**config.mk**
```make
export PLATFORM = sky130hd
export DESIGN_NAME = serial_transmitter_flat
export DESIGN_NICKNAME = d
export VERILOG_FILES = /design/src/rtl/serial_transmitter_if.sv /design/src/rtl/serial_transmitter.sv /design/src/flat_wrapper.sv
export SDC_FILE = /design/constraint.sdc
export NUM_CORES = 1
export LEC_CHECK = 0
export ABC_AREA = 1
export BUFFER_PORTS_ARGS = -buffer_cell sky130_fd_sc_hd__clkbuf_2
export CELL_PAD_IN_SITES_DETAIL_PLACEMENT = 1
export CELL_PAD_IN_SITES_GLOBAL_PLACEMENT = 2
export CORE_ASPECT_RATIO = 1.4
export CORE_MARGIN = 2
export CORE_UTILIZATION = 34
export DETAILED_ROUTE_END_ITERATION = 6
export GPL_TIMING_DRIVEN = 0
export PLACE_DENSITY = 0.82
export SKIP_CTS_REPAIR_TIMING = 1
export SLEW_MARGIN = 40
export SYNTH_ARGS = -nofsm -noshare
export SYNTH_HDL_FRONTEND = slang
export SYNTH_SLANG_ARGS = --single-unit
export TNS_END_PERCENT = 100
```
**constraint.sdc**
```tcl
create_clock -name clk -period 4.6 [get_ports clk]
set_input_delay 0.46 -clock clk [delete_from_list [all_inputs] [get_ports clk]]
set_output_delay 0.46 -clock clk [all_outputs]
set_load 0.05 [all_outputs]
```
**src/rtl/serial_transmitter_if.sv**
```systemverilog
`timescale 1ns/1ps
// Transmit-side handshake bundle for serial_transmitter.
// master: drives load/data_in, observes data_out/busy/charSent.
// slave : the transmitter itself (consumes load/data_in, drives line and status).
interface serial_transmitter_if #(
  parameter int DATA_BITS = 8
);
  logic                 load;
  logic [DATA_BITS-1:0] data_in;
  logic                 data_out;
  logic                 busy;
  logic                 charSent;

  modport master (
    output load,
    output data_in,
    input  data_out,
    input  busy,
    input  charSent
  );

  modport slave (
    input  load,
    input  data_in,
    output data_out,
    output busy,
    output charSent
  );
endinterface

```
**src/rtl/serial_transmitter.sv**
```systemverilog
`timescale 1ns/1ps
// Async serial transmitter: start bit, DATA_BITS data bits LSB first, optional even parity, stop bit.
// Latency: line drops to the start bit on the same edge load is accepted; each bit lasts SAMPLES_PER_BIT cycles.
// Backpressure: load is only honoured in IDLE (busy=0); requests while busy are dropped, not queued.
// Ports: clk, reset (sync, active-high), tx (slave modport: load, data_in -> data_out, busy, charSent).
// Optional feature: define TX_PARITY_EN to insert an even-parity bit between the data and stop bits.
module serial_transmitter #(
  parameter int SAMPLES_PER_BIT = 16,
  parameter int DATA_BITS       = 8
) (
  input  logic                 clk,
  input  logic                 reset,
  serial_transmitter_if.slave  tx
);

  localparam int SW = (SAMPLES_PER_BIT > 1) ? $clog2(SAMPLES_PER_BIT) : 1;
  localparam int BW = (DATA_BITS > 1) ? $clog2(DATA_BITS) : 1;
  localparam logic [SW-1:0] SAMPLE_MAX = SW'(SAMPLES_PER_BIT - 1);
  localparam logic [BW-1:0] BIT_MAX    = BW'(DATA_BITS - 1);

  typedef enum logic [2:0] {
    IDLE,
    START,
    DATA,
`ifdef TX_PARITY_EN
    PARITY,
`endif
    STOP
  } state_t;

  state_t                state_q, state_d;
  logic [SW-1:0]         sample_count_q, sample_count_d;
  logic [BW-1:0]         bit_count_q, bit_count_d;
  logic [DATA_BITS-1:0]  shift_q, shift_d;
  logic                  data_out_q, data_out_d;
  logic                  busy_q, busy_d;
  logic                  char_sent_q, char_sent_d;
`ifdef TX_PARITY_EN
  // Parity is taken from the character at load time, since the shift register is consumed as bits go out.
  logic                  parity_q, parity_d;
`endif

  logic sample_wrap;

  always_comb begin
    state_d        = state_q;
    sample_count_d = sample_count_q;
    bit_count_d    = bit_count_q;
    shift_d        = shift_q;
    data_out_d     = data_out_q;
    busy_d         = busy_q;
    char_sent_d    = 1'b0;
`ifdef TX_PARITY_EN
    parity_d       = parity_q;
`endif

    sample_wrap = (sample_count_q == SAMPLE_MAX);

    // Outside IDLE the sample counter free-runs and wraps once per bit period.
    if (state_q != IDLE) begin
      sample_count_d = sample_wrap ? '0 : sample_count_q + 1'b1;
    end

    case (state_q)
      IDLE: begin
        data_out_d = 1'b1;
        busy_d     = 1'b0;
        if (tx.load) begin
          shift_d        = tx.data_in;
`ifdef TX_PARITY_EN
          parity_d       = ^tx.data_in;
`endif
          sample_count_d = '0;
          bit_count_d    = '0;
          state_d        = START;
          // Registered output: the start bit appears on the accepting edge itself.
          data_out_d     = 1'b0;
          busy_d         = 1'b1;
        end
      end

      START: begin
        if (sample_wrap) begin
          state_d    = DATA;
          data_out_d = shift_q[0];
        end
      end

      DATA: begin
        if (sample_wrap) begin
          shift_d     = shift_q >> 1;
          bit_count_d = bit_count_q + 1'b1;
          data_out_d  = shift_d[0];
          if (bit_count_q == BIT_MAX) begin
            bit_count_d = '0;
`ifdef TX_PARITY_EN
            state_d     = PARITY;
            data_out_d  = parity_q;
`else
            state_d     = STOP;
            data_out_d  = 1'b1;
`endif
          end
        end
      end

`ifdef TX_PARITY_EN
      PARITY: begin
        if (sample_wrap) begin
          state_d    = STOP;
          data_out_d = 1'b1;
        end
      end
`endif

      STOP: begin
        if (sample_wrap) begin
          state_d     = IDLE;
          busy_d      = 1'b0;
          char_sent_d = 1'b1;
          data_out_d  = 1'b1;
        end
      end

      default: begin
        state_d    = IDLE;
        data_out_d = 1'b1;
        busy_d     = 1'b0;
      end
    endcase
  end

  // Reset has priority over everything, so a load in the reset cycle is dropped.
  always_ff @(posedge clk) begin
    if (reset) begin
      state_q        <= IDLE;
      sample_count_q <= '0;
      bit_count_q    <= '0;
      shift_q        <= '0;
      data_out_q     <= 1'b1;
      busy_q         <= 1'b0;
      char_sent_q    <= 1'b0;
`ifdef TX_PARITY_EN
      parity_q       <= 1'b0;
`endif
    end else begin
      state_q        <= state_d;
      sample_count_q <= sample_count_d;
      bit_count_q    <= bit_count_d;
      shift_q        <= shift_d;
      data_out_q     <= data_out_d;
      busy_q         <= busy_d;
      char_sent_q    <= char_sent_d;
`ifdef TX_PARITY_EN
      parity_q       <= parity_d;
`endif
    end
  end

  assign tx.data_out = data_out_q;
  assign tx.busy     = busy_q;
  assign tx.charSent = char_sent_q;

endmodule

```
**src/flat_wrapper.sv**
```systemverilog
// flat-port wrapper written by rule: the top's interface ports become plain ports
module serial_transmitter_flat 
#(
  parameter int SAMPLES_PER_BIT = 16,
  parameter int DATA_BITS       = 8
)
  (clk, reset, tx_load, tx_data_in, tx_data_out, tx_busy, tx_charSent);
  serial_transmitter_if #(.DATA_BITS(DATA_BITS)) tx_i ();
  input  logic clk;
  input  logic reset;
  input wire logic [$bits(tx_i.load)-1:0] tx_load;
  input wire logic [$bits(tx_i.data_in)-1:0] tx_data_in;
  output wire logic [$bits(tx_i.data_out)-1:0] tx_data_out;
  output wire logic [$bits(tx_i.busy)-1:0] tx_busy;
  output wire logic [$bits(tx_i.charSent)-1:0] tx_charSent;
  assign tx_i.load = tx_load;
  assign tx_i.data_in = tx_data_in;
  assign tx_data_out = tx_i.data_out;
  assign tx_busy = tx_i.busy;
  assign tx_charSent = tx_i.charSent;
  serial_transmitter #(.SAMPLES_PER_BIT(SAMPLES_PER_BIT), .DATA_BITS(DATA_BITS)) u_core (.clk(clk), .reset(reset), .tx(tx_i));
endmodule
```
# Word-level counts from Yosys, hierarchy flattened
# Index checks and enable logic that the tools add are counted.
# W data, S select, Z words.
# classes
addsub,2
eq_ne,10
muxes,27
n_bitwise,2
reduce_logical,9
# ops
operator,count
$mux W3,8
$mux W4,4
$mux W8,2
$pmux W8 S2,1
$pmux W3 S4,1
$mux W1,8
$ne A2 B1 Y1 const B,4
$eq A3 B2 Y1 const B,2
$pmux W3 S2,1
$reduce_and A3 Y1,2
$reduce_and A5 Y1,1
$add A4 B1 Y4 const B,1
$eq A4 B4 Y1 const B,1
$pmux W1 S4,1
$reduce_or A2 Y1,2
$add A3 B1 Y3 const B,1
$eq A3 B1 Y1 const B,1
$eq A3 B3 Y1 const B,1
$logic_not A3 Y1,1
$pmux W1 S3,1
$reduce_bool A3 Y1,1
$ne A2 B2 Y1 const B,1
$not A1 Y1,2
$reduce_and A2 Y1,1
$reduce_bool A2 Y1,1
# totals
register_bits,21
inputBits,11
out_inout_bits,3
wordCells,57

# Longest topological paths before layout
# Gate-level depths: netlist (run 1).
# depth
word_depth,5
depth_mapped,10

# Worst setup path after synthesis (run 1)
# Ideal clock, no wire load.
# synth_timing
path_type,register -> register
startpoint,register u_core.state_q[0]
endpoint,register u_core.bit_count_q[1]
arrival_ns,1.390
t_required_ns,4.487
slack_ns,3.097
stages_incl_launch_ff,9
path_buffers,2
synth_period_minus_slack_ns,1.503
path_cell_list,dfxtp_1 -> inv_1 -> ha_1 -> buf_6 -> nor2_2 -> nor2_8 -> buf_6 -> a21oi_2 -> nor2_2
# synth_between
elab_chain_len,3
# synth_rtl
item,line_no,source
from (decl),serial_transmitter.sv:31,"state_t state_q, state_d;"
from (signal assigned),serial_transmitter.sv:147,state_q <= state_d;
$eq A3 B2 Y1 / $logic_not A3 Y1 (equally long branches),serial_transmitter.sv:64,case (state_q)
$ne A2 B1 Y1 (no line) (tied with other cells),--,
$reduce_and A3 Y1 (no line),--,
to (signal assigned),serial_transmitter.sv:149,bit_count_q <= bit_count_d;
to (decl),serial_transmitter.sv:33,"logic [BW-1:0] bit_count_q, bit_count_d;"
# Parallel ways exist; a longest one is shown, timed or not.
# A chain may end at the register's enable or synchronous reset.

# Worst setup path in the final report (run 1)
# Same ends and word-level chain as after synthesis.

==> run_results.csv, run 1 <==
group,metric,value,unit
status,status,"complete, no violations",
setup_path,critPathLaunchType,"flip-flop",
routing,drc,0,
routing,drt_first_pass_iters,4,
worst_hold_path,hold_start,"reset",
global_route,grt_pass1_vias,1189,
timing,maxSlewHeadroom,0.7793,
yosys,synth_edf_count,0,
floorplanning,die_area,4066,µm²
clocking,clockBufferDepth,2,
clocking,worstSkewPairLatency,0.26,ns
layout,multi_input_area,711.9,µm²
placement,port_buffers,13,
yosys,synth_cell_type_count,23,
setup_path,worstPathMaxFanout,10,
yosys,syn_nets,190,
setup_path,critPathLaunch,"u_core.state_q[0]$_SDFFE_PP0P_",
yosys,ys.flop_type,"dfxtp_1",
yosys,ys_async_sr_fraction,0,
placement,hpwl,2321,µm
floorplanning,core,3410,µm²
yosys,synth-seq-area-share,0.3302,
timing,worst_slew_pin_slew,0.3290,ns
clocking,cts_tree,"done",
worst_hold_path,hp-class,"in2reg",
timing,finalHoldViolCount,0,
timing,clock_skew,0.006417,ns
pwr,power_frac_clock,0.158,
placement,post_dp_cell_area,1328,µm²
clocking,cts_buffers,3,
routing,wl,3003,µm
job,cap_violations,0,
layout,n_fill_cell,447,
clocking,path_clk_slew,0.08,ns
pwr,p_leak,0.6570,nW
setup_path,arrival,1.87,ns
clocking,cts_htree_levels,1,
setup_path,r2r_slack,2.89,ns
setup_path,critical_path_required,4.76,ns
pwr,power_frac_comb,0.534,
clocking,cts.sinks,20,
routing,wl_per_cell,13.17,µm
pwr,pwr-share-seq,0.308,
timing,min_period,1.707,ns
yosys,avgSynthCellArea,7.090,µm²
global_route,grt_pass1_wl,5050,µm
pwr,powerDensity,631.4,nW/µm²
global_route,grt.total_usage,0.1691,
layout,area_delta_synth_final,14.04,%
floorplanning,pin_count,14,
setup_path,rr_startpoint,"u_core.state_q[0]$_SDFFE_PP0P_",
routing,viasPerCell,4.921,
pwr,switching_share,0.4527,
timing,setup-tns-final,0,ns
routing,ant_nets,0,
clocking,cts-root-buf,"clkbuf_8",
timing,min_period_over_period,0.3711,
yosys,syn_inst,171,
floorplanning,rows,25,
setup_path,crit_type,"reg2reg",
layout,finalInstanceArea,1383,µm²
setup_path,endpoint_kind,"flip-flop",
layout,seq_area,400.4,µm²
layout,drive_gt1_frac,0.2234,
setup_path,cp-endpoint,"u_core.bit_count_q[1]$_SDFFE_PP0P_",
yosys,ys_warn_count,0,
setup_path,r2r_end,"u_core.bit_count_q[1]$_SDFFE_PP0P_",
floorplanning,die_x,54.47,µm
layout,layout_commonest_cell,"nand2_1",
routing,vias,1122,
layout,final_cell_mix,"nand2_1, nor2_1, dfxtp_1, nand3_1, clkbuf_2",
layout,fin_nets,208,
timing,drv_slew,0,
timing,rsz0062_at_grt,"no",
floorplanning,initial_core_util,0.3556,
floorplanning,fp.dieH,74.66,µm
setup_path,r2r_cells,8,
placement,gp_congestion,0.7266,
routing,drtIter0Drc,15,
pwr,power.internal,477.7,µW
global_route,grt_max_degree,12,
timing,fmax,585.8,MHz
yosys,synth_area,1212,µm²
pwr,p_switching,395.2,µW
yosys,ys_ff_latch,20,
global_route,overflow,0,
layout,diodes,0,
pwr,vdd_drop_max,0.0002502,V
global_route,antenna_found_initial,0,
timing,setup_viol,0,
==> sequential cells by signal, indices dropped and copies added (netlist names) <==
register,count
u_core.state_q,2
u_core.sample_count_q,4
u_core.tx.busy,1
u_core.bit_count_q,3
u_core.tx.data_out,1
u_core.tx.charSent,1
u_core.shift_q,8
==> per-stage QoR <==
| stage | utilization | setup slack (ns) | power [mW] | hold slack, ns | cells |
|---|---|---|---|---|---|
| floorplan | - | 3.097 | 0.6402 | 0.4497 | 171 |
| global placement | 0.3894 | 2.947 | 0.7207 | 0.4672 | 224 |
| detailed placement | 0.3894 | 2.853 | 0.7494 | 0.4792 | 224 |
| CTS | 0.4055 | 2.856 | 0.8895 | 0.4019 | 228 |
| global route | 0.4055 | 2.782 | 0.9531 | 0.4016 | 228 |
| finish | 0.4055 | 2.893 | 0.8729 | 0.4091 | 228 |
==> area by class of cell <==
cell class                      instances  share of cell area
Inverter                               15             0.04072
Tap cell                               40             0.03620
Buffer                                  5             0.03167
Multi-Input combinational cell        131              0.5149
Timing Repair Buffer                   13             0.04706
Clock buffer                            4             0.03982
Sequential cell                        20              0.2896
==> per-layer routing <==
| metal | GRT usage | up-vias | wire length [µm] | part of all wire |
|---|---|---|---|---|
| li1 | - | 572 | - | - |
| met1 | 0.1786 | 534 | 1307 | 0.44 |
| met2 | 0.3253 | 12 | 1600 | 0.53 |
| met3 | 0.02381 | 4 | 48 | 0.016 |
| met4 | 0.06111 | 0 | 46 | 0.015 |
| met5 | 0 | - | 0 | 0 |
==> power by group through the flow <==
stage          Sequential (mW)  Clock [mW]  Combinational (mW)
2_1_floorplan            0.286           0               0.354
3_3_place_gp             0.269           0               0.452
3_5_place_dp             0.273           0               0.476
4_1_cts                  0.269       0.143               0.477
5_1_grt                  0.276       0.148               0.529
6_report                 0.269       0.138               0.466
==> critical path: stages, from the launching register on <==
cell	delay [ns]
dfxtp_1	0.43
inv_1	0.10
ha_1	0.21
buf_6	0.14
nor2_2	0.26
nor2_8	0.11
buf_6	0.17
a21oi_2	0.14
nor2_2	0.05
==> cell families after synthesis <==
logic type / Yosys count / synth area share
simple gates: 106 / 0.4066
buf+inv: 20 / 0.08255
fa+ha+maj: 8 / 0.08256
compound gates: 17 / 0.09804
flops: 20 / 0.3302
==> worst min-delay path by stage <==
stage	end	slack [ns]	cells past startpoint
after floorplan	u_core.sample_count_q[1]$_SDFF_PP0_	0.45	2
after global placement	u_core.tx.busy$_SDFFE_PP0P_	0.47	2
after detailed placement	u_core.shift_q[0]$_SDFFE_PP0P_	0.48	2
after CTS	u_core.sample_count_q[1]$_SDFF_PP0_	0.40	2
after global routing	u_core.tx.charSent$_SDFF_PP0_	0.40	2
final	u_core.sample_count_q[1]$_SDFF_PP0_	0.41	2
==> cells in the mapped netlist, drive strengths merged (2+ instances only) <==
cell type | count | area share
dfxtp | 20 | 0.33
ha | 8 | 0.083
nand2 | 53 | 0.17
and2 | 7 | 0.036
a21oi | 16 | 0.094
buf | 5 | 0.036
nor2 | 25 | 0.10
nand3 | 18 | 0.083
inv | 14 | 0.043
nor3 | 2 | 0.0083
Power figures use the tool's default switching activity.
==> inputs of run 2 (changes only) <==
- CORE_UTILIZATION: 34 -> 32
- PLACE_DENSITY: 0.82 -> 0.77
- clock period: 4.6 -> 1.64 ns (I/O delays scaled with it)
==> run_results.csv, run 2 (same netlist as run 1, synthesis figures left out) <==
group,metric,value,unit
status,status,"complete, no violations",
layout,top_register,"u_core.shift_q",
clocking,path_clk_slew,0.08,ns
routing,viasPerCell,4.887,
pwr,switching_share,0.4502,
routing,wl_per_cell,13.07,µm
timing,maxSlewHeadroom,0.7872,
layout,largest_reg_flops,8,
timing,finalHoldViolCount,0,
setup_path,rr_startpoint,"u_core.state_q[0]$_SDFFE_PP0P_",
pwr,power_frac_comb,0.544,
global_route,grt_pass1_wl,5257,µm
placement,gp_congestion,0.7433,
layout,multi_input_area,719.4,µm²
pwr,power_frac_clock,0.157,
timing,fmax,650.0,MHz
global_route,grt_pass1_vias,1188,
global_route,grt.total_usage,0.1513,
global_route,grt_max_degree,12,
routing,wl,3019,µm
layout,area_delta_synth_final,16.20,%
floorplanning,die_area,4304,µm²
setup_path,r2r_end,"u_core.bit_count_q[1]$_SDFFE_PP0P_",
setup_path,worstPathMaxFanout,10,
placement,hpwl,2244,µm
setup_path,critical_path_required,1.81,ns
setup_path,r2r_cells,9,
job,cap_violations,0,
setup_path,crit_type,"reg2reg",
placement,post_dp_cell_area,1330,µm²
setup_path,critPathMaxStageDelay,0.37,ns
timing,min_period_over_period,0.9381,
layout,reg.largest.list,"u_core.shift_q x8, u_core.sample_count_q x4, u_core.bit_count_q x3",
global_route,antenna_found_initial,0,
setup_path,arrival,1.70,ns
layout,layout_commonest_cell,"nand2_1",
layout,final_cell_mix,"nand2_1, nor2_1, dfxtp_1, nand3_1, clkbuf_2",
layout,seq_area,402.9,µm²
pwr,vdd_drop_max,0.0007306,V
routing,drt_first_pass_iters,4,
placement,port_buffers,13,
timing,final.setup.worst_slack,0.1015,ns
setup_path,critPathTopFamily,"simple AND/OR/NAND/NOR gates",
floorplanning,core,3643,µm²
timing,worst_slew_pin_slew,0.3173,ns
floorplanning,fp.dieH,76.83,µm
placement,pre_cts_ws,-0.01809,ns
global_route,use_met3,0.02024,
routing,ant_nets,0,
routing,drtIter0Drc,53,
pwr,pwr-share-seq,0.299,
worst_hold_path,hold_end,"u_core.sample_count_q[1]$_SDFF_PP0_",
layout,final_cells,231,
setup_path,cp_slowest_cell,"dfxtp_2",
layout,fin_nets,209,
floorplanning,initial_core_util,0.3328,
layout,diodes,0,
worst_hold_path,holdPathStages,2,
setup_path,critPathLaunchType,"flip-flop",
setup_path,endpoint_kind,"flip-flop",
global_route,use_met2,0.2929,
clocking,cts_htree_levels,1,
pwr,p_switching,1.133,mW
timing,clock_skew,0.001835,ns
global_route,grt-busiest-layer,"met2",
routing,vias,1129,
routing,drc,0,
clocking,cts.sinks,20,
pwr,p_leak,0.6647,nW
setup_path,r2r_slack,0.10,ns
worst_hold_path,hp-class,"in2reg",
timing,drv_slew,0,
floorplanning,pin_count,14,
pwr,power.internal,1.384,mW
global_route,overflow,0,
setup_path,crit_chain,"inv_1, ha_1, inv_2, nor2_4, nor2_8, buf_8, nand3_2, nand2_2, nor2_2",
clocking,cts_tree,"done",
layout,drive_gt1_frac,0.2434,
clocking,clockBufferDepth,2,
pwr,powerDensity,1787,nW/µm²
timing,rsz0062_at_grt,"no",
floorplanning,rows,26,
global_route,use_met1,0.1632,
floorplanning,die_x,56.02,µm
worst_hold_path,hold_start,"reset",
layout,n_fill_cell,491,
clocking,cts-root-buf,"clkbuf_8",
clocking,worstSkewPairLatency,0.26,ns
timing,setup_viol,0,
clocking,cts_buffers,3,
layout,finalInstanceArea,1409,µm²
setup_path,worstPathBufferInverterCount,3,
timing,min_period,1.538,ns
setup_path,critPathLaunch,"u_core.state_q[0]$_SDFFE_PP0P_",
placement,post-place-cells,226,
run 2: worst reg2reg max path: stages (launching register included):
cell     delay, ns
dfxtp_2       0.37
inv_1         0.07
ha_1          0.27
inv_2         0.12
nor2_4        0.06
nor2_8        0.19
buf_8         0.19
nand3_2       0.07
nand2_2       0.06
nor2_2        0.03
run 2: how the worst max path moves through the flow:
stage | to | depth (start not counted)
final | u_core.bit_count_q[1]$_SDFFE_PP0P_ | 9
after global placement | u_core.bit_count_q[1]$_SDFFE_PP0P_ | 8
after global routing | u_core.state_q[1]$_SDFFE_PP0P_ | 10
after detailed placement | u_core.bit_count_q[1]$_SDFFE_PP0P_ | 8
after floorplan | u_core.bit_count_q[1]$_SDFFE_PP0P_ | 8
after CTS | u_core.shift_q[2]$_SDFFE_PP0P_ | 8
run 2: routing by layer:
layer  share of wire  routed length, µm
met3           0.016                 48
met2            0.57               1714
met5               0                  0
met4           0.012                 37
met1            0.40               1219
run 2: power by group through the flow:
stage	Clock, mW	Sequential [mW]	Combinational (mW)
6_report	0.395	0.752	1.37
5_1_grt	0.420	0.777	1.55
4_1_cts	0.402	0.752	1.34
3_5_place_dp	0	0.762	1.34
3_3_place_gp	0	0.753	1.27
2_1_floorplan	0	0.803	0.992
run 2: final cells by class:
type	instances	share of cell area
well taps	42	0.03730
multi-input cells	131	0.5107
inverters	15	0.03996
repair buffers	14	0.05151
plain buffers	5	0.03552
flip-flops and latches	20	0.2860
clock buffers	4	0.03908
run 2: through the flow:
step	TNS [ns]	hold WS, ns	util	power (mW)
2_1_floorplan	0	0.2331	-	1.796
3_3_place_gp	0	0.3643	0.3650	2.024
3_5_place_dp	-0.09821	0.3694	0.3650	2.097
4_1_cts	-0.1833	0.09298	0.3802	2.495
5_1_grt	0	0.1249	0.3867	2.746
6_report	0	0.1050	0.3867	2.517
